===== src/rtl/snake_pkg.sv =====
// Direction encoding and helpers shared by the snake game blocks.
// No logic of its own; imported by snake_dir_ctrl, dir_fifo and snake_model.
package snake_pkg;

    typedef logic [1:0] dir_t;

    localparam dir_t DIR_UP    = 2'b00;
    localparam dir_t DIR_DOWN  = 2'b01;
    localparam dir_t DIR_LEFT  = 2'b10;
    localparam dir_t DIR_RIGHT = 2'b11;

    // Opposite directions share the axis bit and differ in the sense bit.
    function automatic logic is_opposite(input dir_t a, input dir_t b);
        return (a[1] == b[1]) && (a[0] != b[0]);
    endfunction

endpackage


===== src/rtl/dir_fifo.sv =====
// Small circular FIFO of pending turns, with head and tail peek outputs.
// Latency: push visible in count/tail on the next edge; head is read combinationally.
// Backpressure: push is honoured when not full or when a pop happens in the same cycle.
module dir_fifo
    import snake_pkg::*;
#(
    parameter int DEPTH = 2,
    parameter int CNT_W = $clog2(DEPTH + 1)
) (
    input  logic             clk,
    input  logic             reset,
    input  logic             flush,
    input  logic             push,
    input  logic             pop,
    input  dir_t             push_dat,
    output dir_t             head_dat,
    output dir_t             tail_dat,
    output logic [CNT_W-1:0] count,
    output logic             full,
    output logic             empty
);

    localparam int               PTR_W = (DEPTH > 1) ? $clog2(DEPTH) : 1;
    localparam logic [PTR_W-1:0] LAST  = PTR_W'(DEPTH - 1);

    dir_t             mem [DEPTH];
    logic [PTR_W-1:0] rd_ptr;
    logic [PTR_W-1:0] wr_ptr;
    logic [PTR_W-1:0] tail_ptr;
    logic             pop_ok;
    logic             push_ok;

    function automatic logic [PTR_W-1:0] wrap_inc(input logic [PTR_W-1:0] p);
        return (p == LAST) ? '0 : p + PTR_W'(1);
    endfunction

    assign full     = (count == CNT_W'(DEPTH));
    assign empty    = (count == '0);
    assign pop_ok   = pop && !empty;
    assign push_ok  = push && (!full || pop_ok);
    assign tail_ptr = (wr_ptr == '0) ? LAST : wr_ptr - PTR_W'(1);
    assign head_dat = mem[rd_ptr];
    assign tail_dat = mem[tail_ptr];

    always_ff @(posedge clk) begin
        if (push_ok && !flush) begin
            mem[wr_ptr] <= push_dat;
        end
    end

    // The count register alone decides full/empty, so pointers may alias when full.
    always_ff @(posedge clk or posedge reset) begin
        if (reset) begin
            rd_ptr <= '0;
            wr_ptr <= '0;
            count  <= '0;
        end else if (flush) begin
            rd_ptr <= '0;
            wr_ptr <= '0;
            count  <= '0;
        end else begin
            if (pop_ok) begin
                rd_ptr <= wrap_inc(rd_ptr);
            end
            if (push_ok) begin
                wr_ptr <= wrap_inc(wr_ptr);
            end
            if (push_ok && !pop_ok) begin
                count <= count + CNT_W'(1);
            end else if (pop_ok && !push_ok) begin
                count <= count - CNT_W'(1);
            end
        end
    end

endmodule


===== src/rtl/snake_dir_ctrl.sv =====
// Turns debounced button levels into the committed snake direction, one turn per step.
// Latency: press queued one cycle after the rising edge; dir updates one cycle after step.
// Backpressure: presses arriving with a full queue and no step are dropped and counted.
module snake_dir_ctrl
    import snake_pkg::*;
#(
    parameter int   QUEUE_DEPTH = 2,
    parameter dir_t INIT_DIR    = DIR_RIGHT,
    parameter int   DROP_W      = 8
) (
    input  logic                             clk,
    input  logic                             reset,
    input  logic                             left,
    input  logic                             right,
    input  logic                             up,
    input  logic                             down,
    input  logic                             step,
    input  logic                             game_over,
    output dir_t                             dir,
    output logic [$clog2(QUEUE_DEPTH+1)-1:0] queue_count,
    output logic [DROP_W-1:0]                drop_cnt
);

    logic [3:0] btn;
    logic [3:0] prev_btn;
    logic [3:0] press;
    logic       cand_vld;
    dir_t       cand;
    dir_t       ref_dir;
    dir_t       head_dat;
    dir_t       tail_dat;
    logic       full;
    logic       empty;
    logic       turn_ok;
    logic       pop_req;
    logic       push_req;
    logic       drop;

    assign btn   = {up, down, left, right};
    assign press = btn & ~prev_btn;

    // History starts high so a button held through reset needs a fresh press.
    always_ff @(posedge clk or posedge reset) begin
        if (reset) begin
            prev_btn <= 4'b1111;
        end else begin
            prev_btn <= btn;
        end
    end

    always_comb begin
        cand_vld = |press;
        cand     = DIR_RIGHT;
        if (press[3]) begin
            cand = DIR_UP;
        end else if (press[2]) begin
            cand = DIR_DOWN;
        end else if (press[1]) begin
            cand = DIR_LEFT;
        end
    end

    // Filter against the last turn the snake will take, not the one it is taking now.
    assign ref_dir  = empty ? dir : tail_dat;
    assign turn_ok  = cand_vld && !game_over && (cand != ref_dir) && !is_opposite(cand, ref_dir);
    assign pop_req  = step && !empty && !game_over;
    assign push_req = turn_ok && (!full || pop_req);
    assign drop     = turn_ok && full && !pop_req;

    dir_fifo #(
        .DEPTH (QUEUE_DEPTH)
    ) u_fifo (
        .clk      (clk),
        .reset    (reset),
        .flush    (game_over),
        .push     (push_req),
        .pop      (pop_req),
        .push_dat (cand),
        .head_dat (head_dat),
        .tail_dat (tail_dat),
        .count    (queue_count),
        .full     (full),
        .empty    (empty)
    );

    always_ff @(posedge clk or posedge reset) begin
        if (reset) begin
            dir      <= INIT_DIR;
            drop_cnt <= '0;
        end else begin
            if (pop_req) begin
                dir <= head_dat;
            end
            if (drop && (drop_cnt != '1)) begin
                drop_cnt <= drop_cnt + DROP_W'(1);
            end
        end
    end

endmodule


===== config.mk =====
export PLATFORM = sky130hd
export DESIGN_NAME = snake_dir_ctrl
export DESIGN_NICKNAME = d
export VERILOG_FILES = /design/src/rtl/snake_pkg.sv /design/src/rtl/dir_fifo.sv /design/src/rtl/snake_dir_ctrl.sv
export SDC_FILE = /design/constraint.sdc
export NUM_CORES = 1
export LEC_CHECK = 0
export BUFFER_PORTS_ARGS = -buffer_cell sky130_fd_sc_hd__buf_4
export CORE_MARGIN = 1
export CORE_UTILIZATION = 30
export CTS_CLUSTER_DIAMETER = 120
export DETAILED_ROUTE_END_ITERATION = 10
export HOLD_SLACK_MARGIN = 0.03
export PLACE_DENSITY = 0.52
export RECOVER_POWER = 25
export SLEW_MARGIN = 20
export SYNTH_ARGS = -nofsm -noshare
export SYNTH_HDL_FRONTEND = slang
export SYNTH_HIERARCHICAL = 1
export SYNTH_SLANG_ARGS = --single-unit

===== constraint.sdc =====
create_clock -name clk -period 5.64 [get_ports clk]
set_input_delay 0.564 -clock clk [delete_from_list [all_inputs] [get_ports clk]]
set_output_delay 0.564 -clock clk [all_outputs]
set_load 0.1 [all_outputs]

==> results of run 1 <==
## power breakdown
group	total, µW	internal [µW]	leakage (µW)	switching (µW)
Combinational	184	55.3	0.000326	129
Clock	100	50.4	0.0000228	49.6
Sequential	200	184	0.000265	15.6
## final timing paths
kind	from	to	cells past startpoint
worst max-delay path	u_fifo/wr_ptr$_DFFE_PP0P_	u_fifo/mem[1][1]$_DFFE_PP_	7
worst min-delay path	reset	u_fifo/count[0]$_DFFE_PP0P_	2
worst max register to register	u_fifo/wr_ptr$_DFFE_PP0P_	u_fifo/mem[1][1]$_DFFE_PP_	7
worst min register to register	drop_cnt[6]$_DFFE_PP0P_	drop_cnt[6]$_DFFE_PP0P_	1
max in group asynchronous	reset	prev_btn[0]$_DFF_PP1_	2
min in group clk	up	prev_btn[3]$_DFF_PP1_	1
## flip-flops by register name (all words and copies together), names as in the netlist
name / flops
u_fifo/mem: 4
u_fifo/count: 2
u_fifo/wr_ptr: 1
dir: 2
drop_cnt: 8
prev_btn: 4
u_fifo/rd_ptr: 1
## cell type report
cell class	instances	area share [%]
tap	48	4.33
clock buffer	4	3.25
timing repair buffer	19	9.74
sequential	22	41.7
inverter	4	1.08
multi-input combinational	66	39.9
## through the flow
stage          worst slack (ns)  cell area, µm²
6_report                   3.12            1390
5_1_grt                    2.90            1390
4_1_cts                    3.12            1400
3_5_place_dp               3.13            1350
3_3_place_gp               3.19            1350
2_1_floorplan              2.77            1150
## worst max-delay path, stage by stage, from the launching register on
cell	delay, ns
dfrtp_1	0.43
mux2_2	0.36
mux2_4	0.30
nor3_2	0.18
a2bb2oi_4	0.16
nor2_1	0.31
o21ai_2	0.14
nor3b_1	0.32
## layout by cell type (no fill, tap or decap), drive strengths merged
master	instances
clkbuf	9
xor2	9
a21oi	4
o21a	1
nor3b	2
a2bb2oi	1
dfrtp	12
inv	4
nand4	1
dfstp	6
and2b	3
nand2	3
nor3	6
ha	1
nand3	4
o21ai	4
nor4	3
mux2i	1
buf	14
nor2b	2
mux2	8
edfxtp	4
nand2b	4
nor2	9
## metal layers
metal	up-vias	track usage (%)
met5	-	0
met4	0	1.70
met3	0	3.39
met2	15	20.3
met1	347	14.4
li1	366	-
==> results.ini, run 1 <==
[sta]
finalHoldViolCount=0
hold_ws_ns=0.157
max_freq_ghz=0.397
fin_crit_ns=2.52
worst_clock_skew_ns=0.00536
fin_crit_sh_pct=44.7
slew_viol_final=0
setup_violations=0
relSlewSlack_pct=61.9
tightest_slew_ns=0.570
rsz0062_at_grt=false
fin_setup_tns_ns=0

[critical_path]
critPathKind=register to register
cp.required_ns=5.58
reg2reg_slack_ns=3.12
arrival_ns=2.46
endpoint_kind=register
start_kind=register
worst-path-max-fanout=8

[floorplan]
die_h_um=63.8
std_cell_rows=22
ioPinCount=20
fp.coreArea_um2=3660
die_w_um=63.8
dieArea_um2=4080
initial_core_util_pct=31.3

[logic_synthesis]
yosys_warnings=6
syn_area_per_cell_um2=12.5
syn_area_um2=1150
synth_nets=101
syn_inst=92

[finish]
multi_input_area_um2=554
drive_above_1_share_pct=42.6
instances_no_fill=163
seqCellArea_um2=578
num-nets-final=125
syn_to_final_growth_pct=20.9
fill_cells=365
utilization_pct=37.9
num_antenna_cells=0

[route]
routed-wl-met2_um=1020
via_count=728
drtAntennaViolNets=0
drtIter0Drc=22
wl_met1_um=957
drt_first_pass_iters=4
maxUsedRoutingLayer=met3
route.detailed.drc=0
routed-wl-met3_um=94
wl_um=2070
wire_per_inst_um=12.7
avgViaCountPerCell=4.47

[grt]
grt_max_degree=15
grt_pass1_wl_um=3640
grt_pass1_vias=779
track_usage_pct=11.7
antenna_found_initial=0
gr-total-overflow=0

[power]
power_uw=484
powerDensity_nw_per_um2=349
vdd_ir_drop_max_uv=141
power_leakage_uw=0.000614

[clock_tree]
tritoncts=yes
clock_latency_ns=0.26
numClockSinks=22
ctsRootBufferMaster=clkbuf_8
hold_buffers=0
cts_setup_buffers=0
path_clk_slew_ns=0.08
max-clock-path-buffers=2
cts_htree_levels=1
cts_made_buffers=3
cts_resized=0

[flow_run]
cap_violations=0

[place]
dp_hpwl_um=1570
port_buffers=19
gp_congestion=0.749
placed_cells=159

[hold_path]
hold_path.class=input pin to asynchronous set/reset pin

[status]
outcome=finished, final reports clean

(Power assumes the default switching activity.)
==> inputs of run 2 (changes only) <==
==> constraint.sdc (replaced) <==
create_clock -name clk -period 2.35 [get_ports clk]
set_input_delay 0.235 -clock clk [delete_from_list [all_inputs] [get_ports clk]]
set_output_delay 0.235 -clock clk [all_outputs]
set_load 0.1 [all_outputs]
==> run 2 against run 1 <==
  * Clock skew fell by 0.0037 ns
  * Fmax rose by 17%
  * First-iteration DRC count down 4.5%
  * Highest routed layer is now met4
  * Critical endpoint is now u_fifo/mem[1][0]$_DFFE_PP_
  * Largest cell class unchanged
  * Critical path type unchanged
==> results.ini, run 2 (synthesized netlist as in run 1, its figures left out) <==
[grt]
grt_pass1_vias=769  ; -1.3%
gr-total-overflow=0  ; unchanged
track_usage_pct=11.4  ; -0.30 points
grt_pass1_wl_um=3500  ; -3.8%
antenna_found_initial=0  ; unchanged
grt_max_degree=15  ; unchanged

[sta]
worst_clock_skew_ns=0.00166  ; -0.00370 ns
fin_crit_sh_pct=91.6  ; +47 points
finalHoldViolCount=0  ; unchanged
slew_viol_final=0  ; unchanged
tightest_slew_ns=0.571  ; +0.00121 ns
fin_setup_tns_ns=0  ; unchanged
relSlewSlack_pct=61.9  ; about the same
rsz0062_at_grt=false
fin_crit_ns=2.15  ; -0.368 ns
max_freq_ghz=0.464  ; +17%
setup_violations=0  ; unchanged

[critical_path]
r2r_start=u_fifo/wr_ptr$_DFFE_PP0P_
r2r_end=u_fifo/mem[1][0]$_DFFE_PP_
arrival_ns=2.11  ; -0.35 ns
crit_family=multiplexers
worstPathCellList=mux2_2 -> mux2_4 -> nor3_2 -> a2bb2oi_4 -> nor2_4 -> o21ai_2 -> nor3b_2
ff2ff_path_depth=7  ; unchanged
reg2reg_slack_ns=0.20  ; -2.92 ns
crit_buf_inv=0  ; unchanged
cp-endpoint=u_fifo/mem[1][0]$_DFFE_PP_
crit_path_max_incr_delay_ns=0.43  ; about the same
start_kind=register
critPathKind=register to register
worst-path-max-fanout=5  ; -3
worst_path_max_delay_cell=dfrtp_1
cp.required_ns=2.30  ; -3.28 ns
critical_path_depth=7  ; unchanged
cp-startpoint=u_fifo/wr_ptr$_DFFE_PP0P_
endpoint_kind=register

[finish]
largest_register_ff_count=8  ; unchanged
instances_no_fill=166  ; +1.8%
top_register=drop_cnt
num_antenna_cells=0  ; unchanged
seqCellArea_um2=586  ; +1.3%
num-nets-final=128  ; +2.4%
drive_above_1_share_pct=49.2  ; +6.5 points
most-common-layout-cells=buf_4, dfrtp_1, xor2_1
multi_input_area_um2=574  ; +3.6%
layout_commonest_cell=buf_4
reg_top3=drop_cnt x8, prev_btn x4, u_fifo/mem x4
syn_to_final_growth_pct=26.4
fill_cells=376  ; +3.0%

[route]
route.detailed.drc=0  ; unchanged
via_count=759  ; +4.3%
wl_um=2090  ; +0.72%
drtAntennaViolNets=0  ; unchanged
avgViaCountPerCell=4.57  ; +2.4%
drt_first_pass_iters=4  ; unchanged
wire_per_inst_um=12.6  ; -1.1%
drtIter0Drc=21  ; -4.5%

[clock_tree]
cts_setup_buffers=0  ; unchanged
tritoncts=yes
cts_htree_levels=1  ; unchanged
clock_latency_ns=0.25  ; about the same
max-clock-path-buffers=2  ; unchanged
ctsRootBufferMaster=clkbuf_8
path_clk_slew_ns=0.07  ; about the same
cts_made_buffers=3  ; unchanged
numClockSinks=22  ; unchanged

[place]
gp_congestion=0.720  ; -3.8%
placed_cells=161  ; +1.3%
dp_hpwl_um=1580  ; +0.43%
port_buffers=19  ; unchanged

[floorplan]
dieArea_um2=4080  ; unchanged
std_cell_rows=22  ; unchanged
ioPinCount=20  ; unchanged
die_w_um=63.8  ; unchanged
initial_core_util_pct=31.3  ; unchanged
fp.coreArea_um2=3660  ; unchanged
die_h_um=63.8  ; unchanged

[power]
p_sw_uw=464  ; +140%
sw_frac_of_total_pct=38.6  ; -1.5 points
p_int_uw=739  ; +150%
p_seq_share_pct=40.1  ; -1.2 points
clkPwrFrac_pct=21.7  ; +1.0 points
power_leakage_uw=0.000634  ; +3.3%
vdd_ir_drop_max_uv=305  ; +120%
p_comb_share_pct=38.1  ; about the same
powerDensity_nw_per_um2=829  ; +140%

[flow_run]
cap_violations=0  ; unchanged

[status]
outcome=finished, final reports clean

[hold_path]
hold_path.class=input pin to register

## run 2: cell types whose count changed in the layout (fill, tap and decap cells not counted), sizes merged
| cell | delta |
|---|---|
| dlygate4sd3 | +1 |
| buf | +2 |
## run 2: final cells by class
| type | count | area share [%] |
|---|---|---|
| tap | 48 | 4.14 |
| clock buffer | 4 | 3.80 |
| sequential | 22 | 40.4 |
| timing repair buffer | 22 | 11.0 |
| inverter | 4 | 1.04 |
| multi-input combinational | 66 | 39.6 |
## run 2: power by group through the flow
stage / registers (µW) / logic [µW] / clock network (µW)
detailed placement: 490 / 458 / 0
global route: 489 / 483 / 291
CTS: 483 / 460 / 276
global placement: 489 / 456 / 0
finish: 483 / 459 / 261
floorplan: 682 / 172 / 0
## run 2: worst min path at each step
stage | cells past startpoint | from | end | slack (ns)
floorplan | 1 | reset | u_fifo/rd_ptr$_DFFE_PP0P_ | 0.001
global placement | 2 | reset | u_fifo/count[0]$_DFFE_PP0P_ | 0.15
detailed placement | 2 | reset | u_fifo/count[0]$_DFFE_PP0P_ | 0.15
CTS | 1 | up | prev_btn[3]$_DFF_PP1_ | 0.08
global route | 1 | down | prev_btn[2]$_DFF_PP1_ | 0.06
finish | 1 | down | prev_btn[2]$_DFF_PP1_ | 0.07
## run 2: timing repair
action / in CTS / in global routing
hold buffers: 1 / 0
endpoints found under the hold margin: 4 / 0
endpoints found under the setup margin: 0 / 2
gates resized for setup: 0 / 2
## run 2: worst reg2reg max path: cells and delay by family (launching register included)
family | cells | cell delay [ns]
AND/OR/NAND/NOR | 3 | 0.56
AO/OA/AOI/OAI | 2 | 0.21
flip-flops | 1 | 0.43
multiplexers | 2 | 0.66
## run 2: metal layers
layer | vias up | GRT usage (%) | share of wire [%]
li1 | 371 | - | -
met1 | 372 | 14.1 | 45
met2 | 14 | 19.0 | 50
met3 | 2 | 2.14 | 4.6
met4 | 0 | 5.11 | 0.57
met5 | - | 0 | 0
## run 2: per-stage QoR
stage                     hold WS [ns]  instance area, µm²  setup slack (ns)  utilization, %  total power [µW]
after floorplan                0.00112                1160            0.0280               -               853
after global placement           0.153                1380             0.186            37.8               945
after detailed placement         0.149                1380             0.135            37.8               949
after CTS                       0.0781                1450             0.120            39.5              1220
after global routing            0.0625                1450            0.0729            39.6              1260
final                           0.0660                1450             0.196            39.6              1200
==> inputs of run 3 (changes only) <==
--- a/config.mk
+++ b/config.mk
@@ -5,14 +5,17 @@
 export SDC_FILE = /design/constraint.sdc
 export NUM_CORES = 1
 export LEC_CHECK = 0
-export BUFFER_PORTS_ARGS = -buffer_cell sky130_fd_sc_hd__buf_4
+export BUFFER_PORTS_ARGS = -buffer_cell sky130_fd_sc_hd__buf_2
+export CELL_PAD_IN_SITES_DETAIL_PLACEMENT = 1
+export CELL_PAD_IN_SITES_GLOBAL_PLACEMENT = 1
 export CORE_MARGIN = 1
 export CORE_UTILIZATION = 30
 export CTS_CLUSTER_DIAMETER = 120
 export DETAILED_ROUTE_END_ITERATION = 10
 export HOLD_SLACK_MARGIN = 0.03
-export PLACE_DENSITY = 0.52
+export PLACE_DENSITY = 0.61
 export RECOVER_POWER = 25
+export SKIP_LAST_GASP = 1
 export SLEW_MARGIN = 20
 export SYNTH_ARGS = -nofsm -noshare
 export SYNTH_HDL_FRONTEND = slang
==> run 3 against run 2 <==
  * Sequential power hardly changed
  * Clock power is 35% higher
  * Via count is 0.66% higher
  * Non-clock buffer count stayed put
  * Critical path depth stayed put
  * Sequential share of layout area is 0.82 points higher
  * Die area stayed put
  * Register-to-register slack worse by 0.05 ns
  * Critical path type unchanged
  * Largest power group unchanged
  * Highest routed layer unchanged
==> results.ini, run 3 (synthesized netlist as in run 1, its figures left out) <==
[status]
outcome=finished, final reports clean

[clock_tree]
clock_latency_ns=0.26  ; about the same
cts_made_buffers=3  ; unchanged
ctsRootBufferMaster=clkbuf_8
numClockSinks=22  ; unchanged
cts_setup_buffers=0  ; unchanged
path_clk_slew_ns=0.08  ; about the same
cts_htree_levels=1  ; unchanged
tritoncts=yes
max-clock-path-buffers=2  ; unchanged

[grt]
grt_pass1_vias=860  ; +12%
top_usage_layer=met2
antenna_found_initial=0  ; unchanged
gr-usage-met3_pct=2.32  ; +0.18 points
grt.met1_usage_pct=15.8  ; +1.8 points
grt_pass1_wl_um=4110  ; +18%
gr-total-overflow=0  ; unchanged
grt_max_degree=15  ; unchanged
grt_use_met2_pct=22.9  ; +3.9 points
track_usage_pct=13.0  ; +1.6 points

[flow_run]
cap_violations=0  ; unchanged

[finish]
top_register=drop_cnt
layout_commonest_cell=buf_2
num_antenna_cells=0  ; unchanged
drive_above_1_share_pct=47.5  ; -1.7 points
most-common-layout-cells=buf_2, dfrtp_1, xor2_1
utilization_pct=38.8  ; -0.79 points
syn_to_final_growth_pct=23.9
fill_cells=411  ; +9.3%
num-nets-final=128  ; unchanged
reg_top3=drop_cnt x8, prev_btn x4, u_fifo/mem x4
largest_register_ff_count=8  ; unchanged

[critical_path]
arrival_ns=2.17  ; +0.06 ns
worst-path-max-fanout=5  ; unchanged
ff2ff_path_depth=7  ; unchanged
critPathKind=register to register
cp.required_ns=2.31  ; about the same
r2r_start=u_fifo/wr_ptr$_DFFE_PP0P_
endpoint_kind=register
start_kind=register
reg2reg_slack_ns=0.15  ; -0.05 ns
r2r_end=u_fifo/mem[1][0]$_DFFE_PP_

[place]
port_buffers=19  ; unchanged
dp_hpwl_um=1730  ; +9.6%
gp_congestion=0.709  ; -1.6%

[sta]
setup_violations=0  ; unchanged
finalHoldViolCount=0  ; unchanged
fin_setup_tns_ns=0  ; unchanged
hold_ws_ns=0.0607  ; -0.00527 ns
max_freq_ghz=0.454  ; -2.3%
slew_viol_final=0  ; unchanged
worst_clock_skew_ns=0.00215  ; +0.000493 ns
fin_crit_sh_pct=93.8  ; +2.2 points
fin_crit_ns=2.20  ; +0.0513 ns
rsz0062_at_grt=false
tightest_slew_ns=0.566  ; -0.00487 ns
relSlewSlack_pct=62.2  ; +0.32 points

[power]
powerDensity_nw_per_um2=900  ; +8.6%
power_leakage_uw=0.000631  ; -0.41%
vdd_ir_drop_max_uv=374  ; +22%

[route]
wl_um=2340  ; +12%
wire_per_inst_um=14.1  ; +12%
drtAntennaViolNets=0  ; unchanged
route.detailed.drc=0  ; unchanged
via_count=764  ; +0.66%
drt_first_pass_iters=4  ; unchanged
drtIter0Drc=25  ; +19%
avgViaCountPerCell=4.60  ; +0.66%

[floorplan]
die_h_um=63.8  ; unchanged
ioPinCount=20  ; unchanged
fp.coreArea_um2=3660  ; unchanged
dieArea_um2=4080  ; unchanged
die_w_um=63.8  ; unchanged
std_cell_rows=22  ; unchanged
initial_core_util_pct=31.3  ; unchanged

[hold_path]
hold_path.class=input pin to register
min_from=up
hold_path_depth=1  ; unchanged
hold_path_end=prev_btn[3]$_DFF_PP1_

run 3: cell count changes in the layout (fill, tap and decap cells not counted), sizes merged:
cell,previous run,this run
clkbuf,9,7
buf,16,17
bufinv,0,1
run 3: per-stage QoR:
step	total power [µW]	cell area (µm²)	std cells	setup slack (ns)
finish	1280	1420	166	0.145
global route	1340	1420	166	0.0153
CTS	1290	1420	166	0.0566
detailed placement	932	1340	161	0.0741
global placement	924	1340	161	0.184
floorplan	853	1160	92	0.0280
run 3: critical path, stage by stage (launching register included):
cell and delay (ns):
dfrtp_1 0.44, mux2_2 0.36, mux2_4 0.30, nor3_2 0.19, a2bb2oi_4 0.10, nor2_4 0.15, o21ai_2 0.12, nor3b_2 0.24
run 3: layout make-up:
type | count | area [µm²] | share of cell area (%)
Timing Repair Buffer | 22 | 115 | 8.10
Tap cell | 48 | 60.1 | 4.23
Clock inverter | 1 | 30.0 | 2.11
Inverter | 4 | 15.0 | 1.06
Clock buffer | 3 | 41.3 | 2.90
Sequential cell | 22 | 586 | 41.2
Multi-Input combinational cell | 66 | 574 | 40.4
run 3: how the worst max path moves through the flow:
stage | startpoint | endpoint | slack [ns] | depth (start not counted)
after global placement | u_fifo/count[1]$_DFFE_PP0P_ | u_fifo/mem[0][0]$_DFFE_PP_ | 0.18 | 7
after CTS | u_fifo/wr_ptr$_DFFE_PP0P_ | u_fifo/mem[0][0]$_DFFE_PP_ | 0.06 | 7
after global routing | u_fifo/wr_ptr$_DFFE_PP0P_ | u_fifo/mem[1][1]$_DFFE_PP_ | 0.02 | 7
after floorplan | u_fifo/count[1]$_DFFE_PP0P_ | u_fifo/mem[0][0]$_DFFE_PP_ | 0.03 | 7
final | u_fifo/wr_ptr$_DFFE_PP0P_ | u_fifo/mem[1][0]$_DFFE_PP_ | 0.15 | 7
after detailed placement | u_fifo/wr_ptr$_DFFE_PP0P_ | u_fifo/mem[0][0]$_DFFE_PP_ | 0.07 | 7
run 3: timing repair:
action | in CTS | in global routing
hold buffers | 1 | 0
setup endpoints to repair | 0 | 4
endpoints found under the hold margin | 4 | 0
resized for setup | 0 | 2
run 3: power by group:
group | switching [µW] | internal, µW | leakage, µW
clock | 125 | 227 | 0.0000357
sequential | 36.8 | 446 | 0.000262
combinational | 319 | 126 | 0.000334
total | 481 | 799 | 0.000631
run 3: metal layers:
metal | wire length, µm | part of all wire (%) | vias to the layer above
li1 | - | - | 371
met1 | 1060 | 45 | 374
met2 | 1180 | 50 | 15
met3 | 81 | 3.5 | 4
met4 | 26 | 1.1 | 0
met5 | 0 | 0 | -
